==> src/rtl/fetch_byte_queue.sv <==
// fetch_byte_queue: two-line instruction byte queue between fetch and decode.
//
// Accepts 16-byte fetch lines over a valid/ready handshake and holds up to two
// of them (head, next). Decode sees a byte-aligned 16-byte window starting at
// the current offset into head, and reports how many bytes it consumed.
//
// Ports:
//   clk, reset      clock, synchronous active-high reset
//   in_valid        fetch line valid
//   in_ready        queue can accept a line this cycle
//   in_data         fetch line, byte 0 in bits [7:0]
//   out_bytes       aligned window, byte at current offset in bits [7:0]
//   out_count       valid bytes in the window (0..16)
//   out_valid       out_count != 0
//   consume_en      decode consumed bytes this cycle
//   consume_len     bytes consumed (1..16)
//   flush           discard all buffered bytes
//   flush_offset    entry offset within the first line after a flush
//   consume_err     sticky illegal-consume flag, cleared by reset or flush
//
// Build option FBQ_LOOKAHEAD_EN: in_ready also rises in a cycle whose consume
// retires head, so a full queue can take one line per cycle.
module fetch_byte_queue (
    input  logic         clk,
    input  logic         reset,
    input  logic         in_valid,
    output logic         in_ready,
    input  logic [127:0] in_data,
    output logic [127:0] out_bytes,
    output logic [4:0]   out_count,
    output logic         out_valid,
    input  logic         consume_en,
    input  logic [4:0]   consume_len,
    input  logic         flush,
    input  logic [3:0]   flush_offset,
    output logic         consume_err
);

    logic [127:0] head_q, head_d;
    logic [127:0] next_q, next_d;
    logic         head_v_q, head_v_d;
    logic         next_v_q, next_v_d;
    logic [3:0]   offset_q, offset_d;
    logic         err_q, err_d;

    logic [127:0] head_m, next_m;
    logic [7:0]   pair_bytes [32];
    logic         consume_ok;
    logic         consume_bad;
    logic [4:0]   sum;
    logic         retire;
    logic         accept;
    logic         hv_shift;

    // Invalid lines are masked so bytes beyond the valid data read as zero.
    assign head_m = head_v_q ? head_q : '0;
    assign next_m = next_v_q ? next_q : '0;

    always_comb begin
        for (int i = 0; i < 16; i++) begin
            pair_bytes[i]      = head_m[8*i +: 8];
            pair_bytes[i + 16] = next_m[8*i +: 8];
        end
    end

    always_comb begin
        out_bytes = '0;
        for (int k = 0; k < 16; k++) begin
            out_bytes[8*k +: 8] = pair_bytes[5'({1'b0, offset_q}) + 5'(k)];
        end
    end

    always_comb begin
        if (!head_v_q) begin
            out_count = 5'd0;
        end else if (!next_v_q) begin
            out_count = 5'd16 - {1'b0, offset_q};
        end else begin
            out_count = 5'd16;
        end
    end

    assign out_valid   = (out_count != 5'd0);
    assign consume_err = err_q;

    assign consume_ok  = consume_en && (consume_len != 5'd0) && (consume_len <= out_count);
    assign consume_bad = consume_en && !consume_ok;
    assign sum         = {1'b0, offset_q} + consume_len;
    assign retire      = consume_ok && sum[4];

`ifdef FBQ_LOOKAHEAD_EN
    assign in_ready = !next_v_q || (retire && !flush);
`else
    assign in_ready = !next_v_q;
`endif

    assign accept   = in_valid && in_ready;
    // Head occupancy as seen after this cycle's retire shift.
    assign hv_shift = retire ? next_v_q : head_v_q;

    always_comb begin
        head_d   = head_q;
        next_d   = next_q;
        head_v_d = head_v_q;
        next_v_d = next_v_q;
        offset_d = offset_q;
        err_d    = err_q;

        if (flush) begin
            head_v_d = 1'b0;
            next_v_d = 1'b0;
            offset_d = flush_offset;
            err_d    = 1'b0;
        end else begin
            if (consume_bad) begin
                err_d = 1'b1;
            end else if (consume_ok) begin
                offset_d = sum[3:0];
                if (retire) begin
                    head_d   = next_q;
                    head_v_d = next_v_q;
                    next_v_d = 1'b0;
                end
            end

            if (accept) begin
                if (!hv_shift) begin
                    head_d   = in_data;
                    head_v_d = 1'b1;
                end else begin
                    next_d   = in_data;
                    next_v_d = 1'b1;
                end
            end
        end
    end

    always_ff @(posedge clk) begin
        if (reset) begin
            head_q   <= '0;
            next_q   <= '0;
            head_v_q <= 1'b0;
            next_v_q <= 1'b0;
            offset_q <= 4'd0;
            err_q    <= 1'b0;
        end else begin
            head_q   <= head_d;
            next_q   <= next_d;
            head_v_q <= head_v_d;
            next_v_q <= next_v_d;
            offset_q <= offset_d;
            err_q    <= err_d;
        end
    end

endmodule
==> config.mk <==
export PLATFORM = sky130hd
export DESIGN_NAME = fetch_byte_queue
export DESIGN_NICKNAME = d
export VERILOG_FILES = /design/src/rtl/fetch_byte_queue.sv
export SDC_FILE = /design/constraint.sdc
export NUM_CORES = 2
export LEC_CHECK = 0
export ABC_AREA = 1
export CELL_PAD_IN_SITES_DETAIL_PLACEMENT = 0
export CELL_PAD_IN_SITES_GLOBAL_PLACEMENT = 2
export CORE_ASPECT_RATIO = 1.75
export CORE_MARGIN = 2
export CORE_UTILIZATION = 32
export DETAILED_ROUTE_END_ITERATION = 12
export HOLD_SLACK_MARGIN = 0.06
export PLACE_DENSITY = 0.87
export RECOVER_POWER = 100
export SYNTH_ARGS = -nofsm -noshare
export SYNTH_HDL_FRONTEND = slang
export SYNTH_SLANG_ARGS = --single-unit
export TNS_END_PERCENT = 20
==> constraint.sdc <==
create_clock -name clk -period 7 [get_ports clk]
set_input_delay 2.1 -clock clk [delete_from_list [all_inputs] [get_ports clk]]
set_output_delay 2.1 -clock clk [all_outputs]
set_load 0.05 [all_outputs]
== Word level (Yosys, flattened, before mapping) ==
Cells that the tools add are included.

* Bits in registers: 263
* Output and inout bits: 136
* Word-level logic and storage cells: 141

* $add $sub $neg: 17
* Magnitude comparators: 17
* Equality and inequality tests: 1
* Multiplexer cells: 70
* Bitwise operators: 17
* Reduce and logical (&&, ||, !) cells: 13

{| class="wikitable"
|+ Operator list
! operator !! number
|-
| two-way mux 128 bit || 7
|-
| binary-select mux 8 bit (select 5 bit) || 16
|-
| two-way mux 8 bit || 32
|-
| greater-or-equal comparator 6 bit (second input constant) || 16
|-
| NOT 5 -> 6 bit || 15
|-
| adder 4 x 4 -> 5 bit (second input constant) || 8
|-
| adder 4 x 3 -> 5 bit (second input constant) || 4
|-
| two-way mux 4 bit || 3
|-
| adder 4 x 2 -> 5 bit (second input constant) || 2
|-
| two-way mux 1 bit || 10
|-
| two-way mux 5 bit || 2
|-
| nonzero test 5 bit || 2
|-
| NOT 4 -> 6 bit || 1
|-
| adder 4 x 1 -> 5 bit (second input constant) || 1
|-
| adder 4 x 5 -> 5 bit || 1
|-
| less-or-equal comparator 5 bit || 1
|-
| logical AND 1 bit || 5
|-
| subtractor 5 x 4 -> 5 bit (first input constant) || 1
|-
| AND reduction 3 bit || 1
|-
| zero test 1 bit || 2
|-
| inequality test 2 bit (second input constant) || 1
|-
| AND reduction 2 bit || 1
|-
| nonzero test 2 bit || 1
|-
| OR reduction 2 bit || 1
|-
| NOT 1 bit || 1
|}

== Depth between registers and ports, before layout ==
* Word-level depth: 11
* Depth in mapped cells: 27
* Mapped depth without buffers: 19

== Least setup slack after synthesis ==
OpenSTA, ideal clock, no wires.

* Path kind: register -> output
* Start: register offset_q[1]
* End: output out_valid
* Arrival: 3.307 ns
* Slack: 1.593 ns
* Stages on the path, launching flop included: 13
* Path buffers: 5
* Cells stage by stage: dfxtp_1 > buf_2 > inv_2 > buf_2 > buf_2 > buf_2 > ha_1 > xnor2_2 > inv_2 > buf_1 > nor2_1 > inv_1 > nand4_1

* Word-level cells in the longest chain between the ends: 4

{| class="wikitable"
|+ RTL lines
! element !! line !! source
|-
| from (decl) || 43 || <nowiki>logic [3:0] offset_q, offset_d;</nowiki>
|-
| from (signal assigned) || 151 || <nowiki>offset_q <= offset_d;</nowiki>
|-
| subtractor 5 x 4 -> 5 bit || 77 || <nowiki>out_count = 5'd16 - {1'b0, offset_q};</nowiki>
|-
| two-way mux 5 bit || 76 || <nowiki>end else if (!next_v_q) begin</nowiki>
|-
| two-way mux 5 bit || 74 || <nowiki>if (!head_v_q) begin</nowiki>
|-
| named net out_count[2] || 30 || <nowiki>output logic [4:0] out_count,</nowiki>
|-
| nonzero test 5 bit || 83 || <nowiki>assign out_valid = (out_count != 5'd0);</nowiki>
|-
| to (decl) || 31 || <nowiki>output logic out_valid,</nowiki>
|}

The timed path passes the listed nets, and every way through them passes these cells.

== Worst setup path in the final report ==
* Start: register offset_q[1]
* End: output out_bytes[81]

* Word-level cells in the longest chain between the ends: 5

{| class="wikitable"
|+ RTL lines
! element !! line !! source
|-
| adder 4 x 4 -> 5 bit || 69 || <nowiki>out_bytes[8*k +: 8] = pair_bytes[5'({1'b0, offset_q}) + 5'(k)];</nowiki>
|-
| NOT 5 -> 6 bit (not written as such) || 69 ||
|-
| binary-select mux 8 bit (select 5 bit) || 69 ||
|-
| two-way mux 8 bit (not written as such) (2 in series) || 69 ||
|-
| to (decl) || 29 || <nowiki>output logic [127:0] out_bytes,</nowiki>
|}

No other way between the ends. The select of a mux whose other input is x is not followed.

==> impl_results.md <==
- Status: finished, violations left
- Violated checks: capacitance limit, slew limit
- DR WL/cell: 24.6 um
- Fill cell count: 10327
- Initial Util: 32.2%
- Crit-path cells: inv_4, buf_6, clkbuf_2, o21ai_0, o211ai_1, nand3_1, nand2_1, dlygate4sd3_1
- Syn Std Cell Area: around 28000 sq um
- Largest net degree at the start of global routing: 130
- Setup ws final: roughly 0.34 ns
- CP Data Required Time: 4.90 ns
- Clk sinks: 263
- Synth Net Count: 5677
- Hold Crit Class: flop to flop
- Setup TNS: 0 ns
- Clock tree buffer depth: 3
- Peak Freq: ~150 MHz
- Routed wire length: 164000 um
- Setup crit end kind: output pin
- Total vias in the final route: between 30000 and 40000
- Period utilisation layout: 95.1%
- Max-slew violations: 243
- First-pass DRT Iterations: 8
- Synth-to-Final Area Change: 14.8%
- # DRC: 0
- DRT iter0 DRCs: 4243
- Final #Nets: 5645
- Crit Path Category: flop to output pin
- CP max stage cell: dlygate4sd3_1
- Main area contributors after synthesis: nand2_1, dfxtp_1, nand3_1
- All-layer global routing usage: a little over a third
- CTS tree: yes
- Placed Cells: between 6000 and 7000
- N_diodes: 0
- Htree depth: 1
- Worst-Skew Late Latency: approximately 0.60 ns
- Yosys warns: 0
- Finished Core Util: 36.9%
- Power Dens Cells: around 230 nW/um^2
- Syn Inst Count: between 5000 and 6000
- Place WS: 1.21 ns
- Die X: 229 um
- RSZ-0062 raised after global routing: false
- Setup Viol. Count Final: 0
- Syn Area/Cell: 5.13 sq um
- Worst Clk Skew: roughly 0.017 ns
- Standard-cell rows: 144
- Worst-path maximum fanout: around 90
- Post-synth top area share: between 20% and 30%
- Dpl hpwl: 124000 um
- Maximum vdd drop: about 160 uV
- Layout cells sized above 1: 4.34%
- Total CTS buffers: 26
- Crit path time final: 6.66 ns
- CP arrival: approximately 4.6 ns
- Postcts setup bufs: 0
- Relative slew slack: -114%
- Final hold vios: 0
- Vias in the first global route: 32835
- Cell Count, Final, Fillers Out: 6669
- Max cap viols: 3
- Die height: between 300 and 400 um
- Yosys cell types: 31
- Total core area: 87900 sq um
- # hold bufs at CTS: 0
- Synth async-reset ratio: 0%
- Critical Path Start Type: flop
- Tightest Pin Transition: 3.20 ns
- Main synth FF type: dfxtp_1
- Final global-route overflow total: 0
- First-pass GRT wire length: 233000 um
- Initial antenna violation count: 2
- Antenna viol nets, final: 0
- IO Pins: 278
- EDFF count, synth: 0
- Port Buffers: around 280
- Most instantiated library cell after synthesis: nand2_1
- # resized after CTS: 0
- Routed vias/inst: 5.52
- Top post-synthesis cells by count: nand2_1, nand3_1, inv_1, o21ai_0, dfxtp_1
- Gp weighted congestion: 1.09
- Worst-path clk slew: 0.07 ns
- Synth Register Bits: approximately 260
- Clk root buf: clkbuf_16
- Placed Area: 32300 sq um
- Largest stage delay on the critical path: 0.87 ns
- Pleak: 0.0156 uW
- Post-synth top area cell: nand2_1
- Die ar.: 90900 sq um
- Seq/Total Area, Yosys: 18.6%
- Design Area, Final: 32500 sq um
==> state kept, by name (all words and copies together), names as in the netlist <==
name,count
head_v_q,1
head_q,128
offset_q,4
next_v_q,1
next_q,128
consume_err,1
==> report_power, final <==
| group | total, uW | leakage [uW] | internal, uW | switching (uW) |
|---|---|---|---|---|
| Combinational | 4130 | 0.0130 | 1120 | 3010 |
| Clock | 1580 | 0.000449 | 876 | 702 |
| Sequential | 1700 | 0.00215 | 1580 | 115 |
==> placed cells by master (no fill, tap or decap), drive strengths merged <==
cell type      count
clkinv             6
nand2           2238
a21oi            162
dlygate4sd3       44
or2                1
nor3               2
nor2             146
o311ai             1
a211oi             1
fa                 1
o21ai            595
inv              582
nand4              4
xor2               3
o211ai           176
clkdlybuf4s50    151
dfxtp            263
xnor2              2
buf              124
nand3            874
bufinv             2
ha                21
a21o               1
clkbuf           101
==> per-layer routing <==
layer | up-vias | wire length [um] | share of wire (%) | GRT usage (%)
li1 | 17568 | - | - | -
met1 | 17124 | 63100 | 38 | 41.2
met5 | - | 45 | 0.027 | 0
met2 | 1712 | 73900 | 45 | 56.1
met3 | 376 | 11600 | 7.1 | 5.07
met4 | 2 | 15400 | 9.4 | 27.2
==> area by class of cell <==
cell class                      count  area (sq um)  area share [%]
Multi-Input combinational cell   4228         18900            58.3
Sequential cell                   263          5280            16.3
Timing Repair Buffer              378          3680            11.3
Inverter                          584          2210            6.80
Tap cell                         1168          1460            4.50
Clock buffer                       42           822            2.53
Clock inverter                      6          83.8           0.258
==> critical path: cells and delay by family, from the launching register on <==
family                 cells  cell delay, ns
buffers and inverters      4            2.54
AO/OA/AOI/OAI              2            0.73
AND/OR/NAND/NOR            2            0.22
flip-flops                 1            0.43
==> stage by stage <==
step / total power [uW] / hold slack [ns]
floorplan: 4320 / 0.445
global placement: 6080 / 0.456
detailed placement: 6090 / 0.458
CTS: 7660 / 0.471
global route: 7730 / 0.488
finish: 7400 / 0.470
==> path summary, 6_finish.rpt <==
kind / depth (start not counted) / from / slack (ns) / endpoint
min: 2 / head_q[52] / 0.47 / head_q[52]
min reg2reg: 2 / head_q[52] / 0.47 / head_q[52]
max reg2reg: 19 / offset_q[1] / 0.45 / next_q[15]
max: 8 / offset_q[1] / 0.34 / out_bytes[81]
==> kinds of logic after synthesis <==
group / synth area share [%]
AOI/OAI and AO/OA: 18.2
xor gates and xnor gates: 0.287
adders and majority gates: 0.999
buffers and inverters: 14.7
DFF: 18.6
and+or+nand+nor: 47.3
Power figures use the tool's default switching activity.
